## src/rtl/fft_bfly_scheduler.sv

```systemverilog
// -----------------------------------------------------------------------------
// fft_bfly_scheduler
//
// Sequencer for an in-place radix-2 decimation-in-time FFT that time-shares a
// single butterfly datapath. It walks LOG2N stages of N/2 butterflies each.
// For every butterfly it issues the two data-RAM read addresses and the
// twiddle-ROM index. PIPE_LAT cycles later it issues the matching write-back
// addresses. The block does no data reordering. Input samples are expected in
// bit-reversed order, and results come out in natural order.
//
// Parameters
//   LOG2N     log2 of the FFT size (N = 2**LOG2N, N/2 butterflies per stage)
//   PIPE_LAT  read-issue to write-back latency of the butterfly, 1..15
//
// Ports
//   clk       rising-edge clock
//   rst       synchronous reset, active-high
//   start     begin a transform (ignored unless idle)
//   stall     hold issue while in the issue phase
//             (present only when FFT_SCHED_STALL_EN is defined)
//   busy      high from the first issue cycle through the last write-back cycle
//   done      one-cycle pulse in the cycle after the final write-back
//   stage     current stage number 0..LOG2N-1
//   rd_en     read issue strobe
//   rd_addr0  upper-leg read address (din0)
//   rd_addr1  lower-leg read address (din1)
//   tw_idx    twiddle index k of W_N^k
//   wr_en     write-back strobe
//   wr_addr0  write address for dout0
//   wr_addr1  write address for dout1
//
// Build option
//   FFT_SCHED_STALL_EN  adds the stall input. In the default build the port
//                       does not exist, and issue is never interrupted.
//
// The last write of stage s lands in the final drain cycle, one edge before
// the first read of stage s+1. The data RAM must therefore give
// write-then-read ordering across that edge.
// -----------------------------------------------------------------------------
module fft_bfly_scheduler #(
  parameter int LOG2N    = 5,
  parameter int PIPE_LAT = 2,
  localparam int SW      = (LOG2N > 1) ? $clog2(LOG2N) : 1,
  localparam int BW      = LOG2N - 1
) (
  input  logic             clk,
  input  logic             rst,
  input  logic             start,
`ifdef FFT_SCHED_STALL_EN
  input  logic             stall,
`endif
  output logic             busy,
  output logic             done,
  output logic [SW-1:0]    stage,
  output logic             rd_en,
  output logic [LOG2N-1:0] rd_addr0,
  output logic [LOG2N-1:0] rd_addr1,
  output logic [BW-1:0]    tw_idx,
  output logic             wr_en,
  output logic [LOG2N-1:0] wr_addr0,
  output logic [LOG2N-1:0] wr_addr1
);

  localparam logic [1:0] S_IDLE  = 2'd0;
  localparam logic [1:0] S_ISSUE = 2'd1;
  localparam logic [1:0] S_DRAIN = 2'd2;
  localparam logic [1:0] S_DONE  = 2'd3;

  localparam logic [BW-1:0] B_LAST   = '1;
  localparam logic [SW-1:0] STG_LAST = SW'(LOG2N - 1);
  localparam logic [3:0]    D_LAST   = 4'(PIPE_LAT - 1);

  // Mask selecting the position-within-group bits of a butterfly index.
  function automatic logic [LOG2N-1:0] pos_mask(input logic [SW-1:0] s);
    return (LOG2N'(1) << s) - LOG2N'(1);
  endfunction

  // Upper-leg address: open a zero at bit s between the group and the
  // position fields. This equals grp*2*half + pos.
  function automatic logic [LOG2N-1:0] addr0_f(input logic [SW-1:0] s,
                                               input logic [BW-1:0] b);
    logic [LOG2N-1:0] bw;
    logic [LOG2N-1:0] m;
    bw = {1'b0, b};
    m  = pos_mask(s);
    return ((bw & ~m) << 1) | (bw & m);
  endfunction

  // Bit s of the upper-leg address is always clear, so OR acts as + half.
  function automatic logic [LOG2N-1:0] addr1_f(input logic [SW-1:0] s,
                                               input logic [BW-1:0] b);
    return addr0_f(s, b) | (LOG2N'(1) << s);
  endfunction

  function automatic logic [BW-1:0] tw_f(input logic [SW-1:0] s,
                                         input logic [BW-1:0] b);
    logic [LOG2N-1:0] m;
    logic [BW-1:0]    pos;
    logic [SW-1:0]    sh;
    m   = pos_mask(s);
    pos = b & m[BW-1:0];
    sh  = STG_LAST - s;
    return pos << sh;
  endfunction

  logic [1:0]    state;
  logic [BW-1:0] b_q;
  logic [SW-1:0] stage_q;
  logic [3:0]    dcnt_q;
  logic          iss_vld_p0;

  logic [1:0]    nxt_state;
  logic [BW-1:0] nxt_b;
  logic [SW-1:0] nxt_stage;
  logic [3:0]    nxt_dcnt;

  logic [PIPE_LAT-1:0]            wr_vld_p;
  logic [PIPE_LAT-1:0][LOG2N-1:0] wr_a0_p;
  logic [PIPE_LAT-1:0][LOG2N-1:0] wr_a1_p;

  // In the stall build, a stalled cycle presents the held butterfly but does
  // not issue it. The FSM advances only on an actual issue.
`ifdef FFT_SCHED_STALL_EN
  assign rd_en = iss_vld_p0 & ~stall;
`else
  assign rd_en = iss_vld_p0;
`endif

  assign stage = stage_q;

  always_comb begin
    nxt_state = state;
    nxt_b     = b_q;
    nxt_stage = stage_q;
    nxt_dcnt  = dcnt_q;
    case (state)
      S_IDLE: begin
        if (start) begin
          nxt_state = S_ISSUE;
          nxt_b     = '0;
          nxt_stage = '0;
        end
      end
      S_ISSUE: begin
        if (rd_en) begin
          if (b_q == B_LAST) begin
            nxt_state = S_DRAIN;
            nxt_dcnt  = '0;
          end else begin
            nxt_b = b_q + BW'(1);
          end
        end
      end
      S_DRAIN: begin
        if (dcnt_q == D_LAST) begin
          if (stage_q == STG_LAST) begin
            nxt_state = S_DONE;
          end else begin
            nxt_state = S_ISSUE;
            nxt_stage = stage_q + SW'(1);
            nxt_b     = '0;
          end
        end else begin
          nxt_dcnt = dcnt_q + 4'd1;
        end
      end
      S_DONE: begin
        nxt_state = S_IDLE;
        nxt_stage = '0;
      end
      default: nxt_state = S_IDLE;
    endcase
  end

  // ---- p0: FSM, read issue and registered status outputs ----
  // Outputs are registered from the next-state values, so they line up with
  // the state they describe in the same cycle.
  always_ff @(posedge clk) begin
    if (rst) begin
      state      <= S_IDLE;
      b_q        <= '0;
      stage_q    <= '0;
      dcnt_q     <= '0;
      iss_vld_p0 <= 1'b0;
      busy       <= 1'b0;
      done       <= 1'b0;
      rd_addr0   <= '0;
      rd_addr1   <= '0;
      tw_idx     <= '0;
    end else begin
      state      <= nxt_state;
      b_q        <= nxt_b;
      stage_q    <= nxt_stage;
      dcnt_q     <= nxt_dcnt;
      iss_vld_p0 <= (nxt_state == S_ISSUE);
      busy       <= (nxt_state == S_ISSUE) || (nxt_state == S_DRAIN);
      done       <= (nxt_state == S_DONE);
      if (nxt_state == S_ISSUE) begin
        rd_addr0 <= addr0_f(nxt_stage, nxt_b);
        rd_addr1 <= addr1_f(nxt_stage, nxt_b);
        tw_idx   <= tw_f(nxt_stage, nxt_b);
      end
    end
  end

  // ---- p1..pPIPE_LAT: write-back delay line ----
  // This line never stalls. Each address slot loads only when a valid entry
  // moves into it, so wr_addr holds its last value between writes.
  // A reset drops every write that is in flight.
  always_ff @(posedge clk) begin
    if (rst) begin
      wr_vld_p <= '0;
      wr_a0_p  <= '0;
      wr_a1_p  <= '0;
    end else begin
      wr_vld_p[0] <= rd_en;
      if (rd_en) begin
        wr_a0_p[0] <= rd_addr0;
        wr_a1_p[0] <= rd_addr1;
      end
      for (int i = 1; i < PIPE_LAT; i++) begin
        wr_vld_p[i] <= wr_vld_p[i-1];
        if (wr_vld_p[i-1]) begin
          wr_a0_p[i] <= wr_a0_p[i-1];
          wr_a1_p[i] <= wr_a1_p[i-1];
        end
      end
    end
  end

  assign wr_en    = wr_vld_p[PIPE_LAT-1];
  assign wr_addr0 = wr_a0_p[PIPE_LAT-1];
  assign wr_addr1 = wr_a1_p[PIPE_LAT-1];

endmodule

```

## config.mk

```make
export PLATFORM = sky130hd
export DESIGN_NAME = fft_bfly_scheduler
export DESIGN_NICKNAME = d
export VERILOG_FILES = /design/src/rtl/fft_bfly_scheduler.sv
export SDC_FILE = /design/constraint.sdc
export NUM_CORES = 1
export LEC_CHECK = 0
export BUFFER_PORTS_ARGS = -buffer_cell sky130_fd_sc_hd__buf_2
export CAP_MARGIN = 25
export CORE_ASPECT_RATIO = 1.2
export CORE_MARGIN = 2
export CORE_UTILIZATION = 52
export CTS_CLUSTER_DIAMETER = 120
export CTS_CLUSTER_SIZE = 12
export DETAILED_ROUTE_END_ITERATION = 8
export GPL_TIMING_DRIVEN = 0
export PLACE_DENSITY_LB_ADDON = 0.3
export SYNTH_ARGS = -nofsm -noshare
export SYNTH_HDL_FRONTEND = slang
export SYNTH_SLANG_ARGS = --single-unit
```

## constraint.sdc

```tcl
create_clock -name clk -period 8.4 [get_ports clk]
set_input_delay 0.84 -clock clk [delete_from_list [all_inputs] [get_ports clk]]
set_output_delay 0.84 -clock clk [all_outputs]
set_load 0.01 [all_outputs]
```

==> metrics <==
clk slew on worst S/H paths=0.10 ns; fin. max-slew vios=0; total global-route track usage=20.7%; synth top area cells=dfxtp_1 (39%), mux2i_1 (7.9%), ha_1 (6.6%); count of port buffers added during placement=32; Core ar.=0.00494 sq mm; Synth area leader=dfxtp_1; design area=approximately 0.0030 sq mm; Setup WS pre-CTS=about 4.8 ns; VDD IR max=0.0960 mV; Hold Crit Class=flop to flop; Sinks on Clock Net=52; DRT Wirelength=5.67 mm; Rows=28; Setup crit end kind=flop; CTS tree=done; Initial Util=54.0%; Synth Cell Area=~0.0027 sq mm; Area Growth Syn to Fin=13.4%; Synth cell types=slightly above 60; largest net degree at the start of global routing=17; setup bufs post-CTS=0; worst rel slew slack=a little over half; fraction of layout cells with a size suffix above 1=between 15 and 20%; Setup crit start=dcnt_q[0]$_SDFFE_PP0P_; Hold Slack=0.474 ns; crit start category=flop; Die Y=82.4 um; Worst Max-Slew Pin Slew=around 0.69 ns; Setup Viol. Count Final=0; worst path arrival time=3.76 ns; CTS root buffer=clkbuf_8; DR WL/cell=14.3 um; first-pass iteration count of the detailed router=4; Clk Latency, worst-skew pair=0.30 ns; register area share after synthesis=between 30 and 40%; R2R depth=13; Yosys Warn Count=0; status=complete, no violations; cells after synthesis=296; detailed-route via count=2193; Hold Buf Count CTS=0; CP Capture Point=rd_addr1[1]$_SDFFE_PP0P_; Buf+Inv Stages, Crit Path=1; CTS resizes=0; nets=352; #FFs+latches synth=52; Critical Path Most Common Cell=ha_1; Final WS setup=a little under 5 ns; Die Width=~69 um; Crit-path slowest cell=dfxtp_1; first-pass GRT wire length=9.43 mm; CTS Buf Count=5; CP required=8.62 ns; clk_skew=0.00335 ns; Post-DRT Antenna Nets=0; CP peak stage delay=roughly 0.4 ns; Placer Congestion=0.874; reg2reg end=rd_addr1[1]$_SDFFE_PP0P_; Mean Syn Cell Area=9.01 sq um; Post-Syn Nets=approximately 310; Most used DFF post-synth=dfxtp_1; fin util=61.2%; FF-to-FF Start=dcnt_q[0]$_SDFFE_PP0P_; Fmax=282 MHz; IO Pins=34; total global routing overflow=0; multi-input logic area=0.00141 sq mm; Fillers=437; initial antenna violation count=0; Pwr Density=162 mW/mm^2; Crit Path Max Fanout=7; placed cell areas=0.00290 sq mm; Avg Vias per Cell=about 5.5; critical path class=flop to flop; leak pwr=1.35 nW; fin crit share=42.2%; crit-path cells=ha_1 > or3b_1 > nand2_1 > nand2_1 > a32oi_1 > ha_1 > ha_1 > inv_1 > ha_1 > nand2b_1 > o221ai_1 > a21oi_1 > a311oi_1; Async SR Flop Fraction=0%; setup TNS=0 ns; vias in the first global route=1982; Storage cell area=0.00104 sq mm; H-tree depth=2; WP depth=13; Max clock buf depth=2; total of max-cap violations=0; # diodes=0; Largest delay share family, worst path=adder cells; DIE AREA=~0.0057 sq mm; Post-synth EDFFs=0; post-synth top area share=39.0%; half-perimeter wire length after placement=4.23 mm; 1st-iter DRT viols=113; final hold vios=0; RSZ-0062 raised after global routing=false; setup slack, reg-to-reg=4.85 ns; DRC viols=0; minimum clock period=3.55 ns
[cells in the mapped netlist (all sizes together), types with 4 or more instances]
cell    number
mux2i       21
nor3         5
dfxtp       52
a21oi        8
nor2        46
ha          14
inv         14
a311oi       4
nor2b        9
a31oi        4
clkbuf       8
nand3        4
nand2b       7
o21ai        5
buf         18
nand2       17
[layout by cell type, fill, tap and decap left out, types with 3 or more instances in the layout]
master	netlist	layout
dfxtp_1	52	52
o21ai_0	4	4
nand2_1	17	17
inv_1	13	13
and3_1	3	3
clkbuf_1	8	8
nor3_1	5	5
nand3_1	4	4
ha_1	14	14
a21oi_1	8	8
clkbuf_8	0	6
buf_4	10	10
buf_6	3	3
nand4_1	3	3
mux2i_1	21	21
nor2_1	46	46
nand2b_1	6	6
a32o_1	3	3
buf_2	2	34
nor2b_1	9	9
buf_1	3	3
a311oi_1	3	3
nand3b_1	3	3
a31oi_1	4	4
a32oi_1	3	3
o211ai_1	3	3
xor2_1	3	3
[routing by layer]
layer / share of wire (%) / GRT usage, %
met1: 46 / 25.7
met2: 50 / 36.7
met3: 3.1 / 3.76
met4: 1.3 / 6.47
met5: 0 / 0
[worst reg2reg max path: stages, from the launching register on]
cell and delay, ns:
dfxtp_1 0.40, ha_1 0.20, or3b_1 0.40, nand2_1 0.13, nand2_1 0.07, a32oi_1 0.30
ha_1 0.26, ha_1 0.28, inv_1 0.12, ha_1 0.35, nand2b_1 0.15, o221ai_1 0.36
a21oi_1 0.14, a311oi_1 0.29
[logic make-up after synthesis]
family,count (synthesis),share of synthesized area [%]
AND/OR/NAND/NOR,112,21.4
flip-flops,52,39.0
XOR/XNOR,4,1.31
buffers and inverters,40,7.98
multiplexers,22,8.31
adder cells (fa/ha/maj),14,6.57
AO/OA/AOI/OAI,52,15.3
[stage by stage]
stage               power, W  std cells
floorplan           0.000297        296
global placement    0.000312        388
detailed placement  0.000312        388
CTS                 0.000494        396
global route        0.000509        396
finish              0.000491        396
[how the worst min path moves through the flow]
stage,from,endpoint,slack (ns),depth (start not counted)
finish,tw_idx[0]$_SDFFE_PP0P_,tw_idx[0]$_SDFFE_PP0P_,0.47,1
floorplan,wr_a0_p[0]$_SDFFE_PP0P_,wr_a0_p[0]$_SDFFE_PP0P_,0.46,2
detailed placement,tw_idx[1]$_SDFFE_PP0P_,tw_idx[1]$_SDFFE_PP0P_,0.46,1
global route,tw_idx[1]$_SDFFE_PP0P_,tw_idx[1]$_SDFFE_PP0P_,0.50,1
global placement,tw_idx[0]$_SDFFE_PP0P_,tw_idx[0]$_SDFFE_PP0P_,0.45,1
CTS,tw_idx[1]$_SDFFE_PP0P_,tw_idx[1]$_SDFFE_PP0P_,0.48,1
[power breakdown]
part	internal (W)	total, W	switching (W)
clock network	0.0000976	0.000184	0.0000861
logic	0.0000184	0.0000473	0.0000289
registers	0.000254	0.000260	0.00000601
[layout make-up]
type / instances / area share, %
sequential: 52 / 34.4
clock inverter: 2 / 1.28
clock buffer: 6 / 2.73
buffer: 26 / 5.30
multi-input combinational: 204 / 46.7
timing repair buffer: 32 / 5.30
tap: 60 / 2.48
inverter: 14 / 1.74
[flip-flops by register name, indices dropped and copies added (netlist names)]
| signal | flops |
|---|---|
| b_q | 4 |
| busy | 1 |
| dcnt_q | 4 |
| done | 1 |
| rd_addr0 | 5 |
| rd_addr1 | 5 |
| rd_en | 1 |
| stage | 3 |
| state | 2 |
| tw_idx | 4 |
| wr_a0_p | 5 |
| wr_a1_p | 5 |
| wr_addr0 | 5 |
| wr_addr1 | 5 |
| wr_vld_p | 2 |
Power figures use the tool's default switching activity.
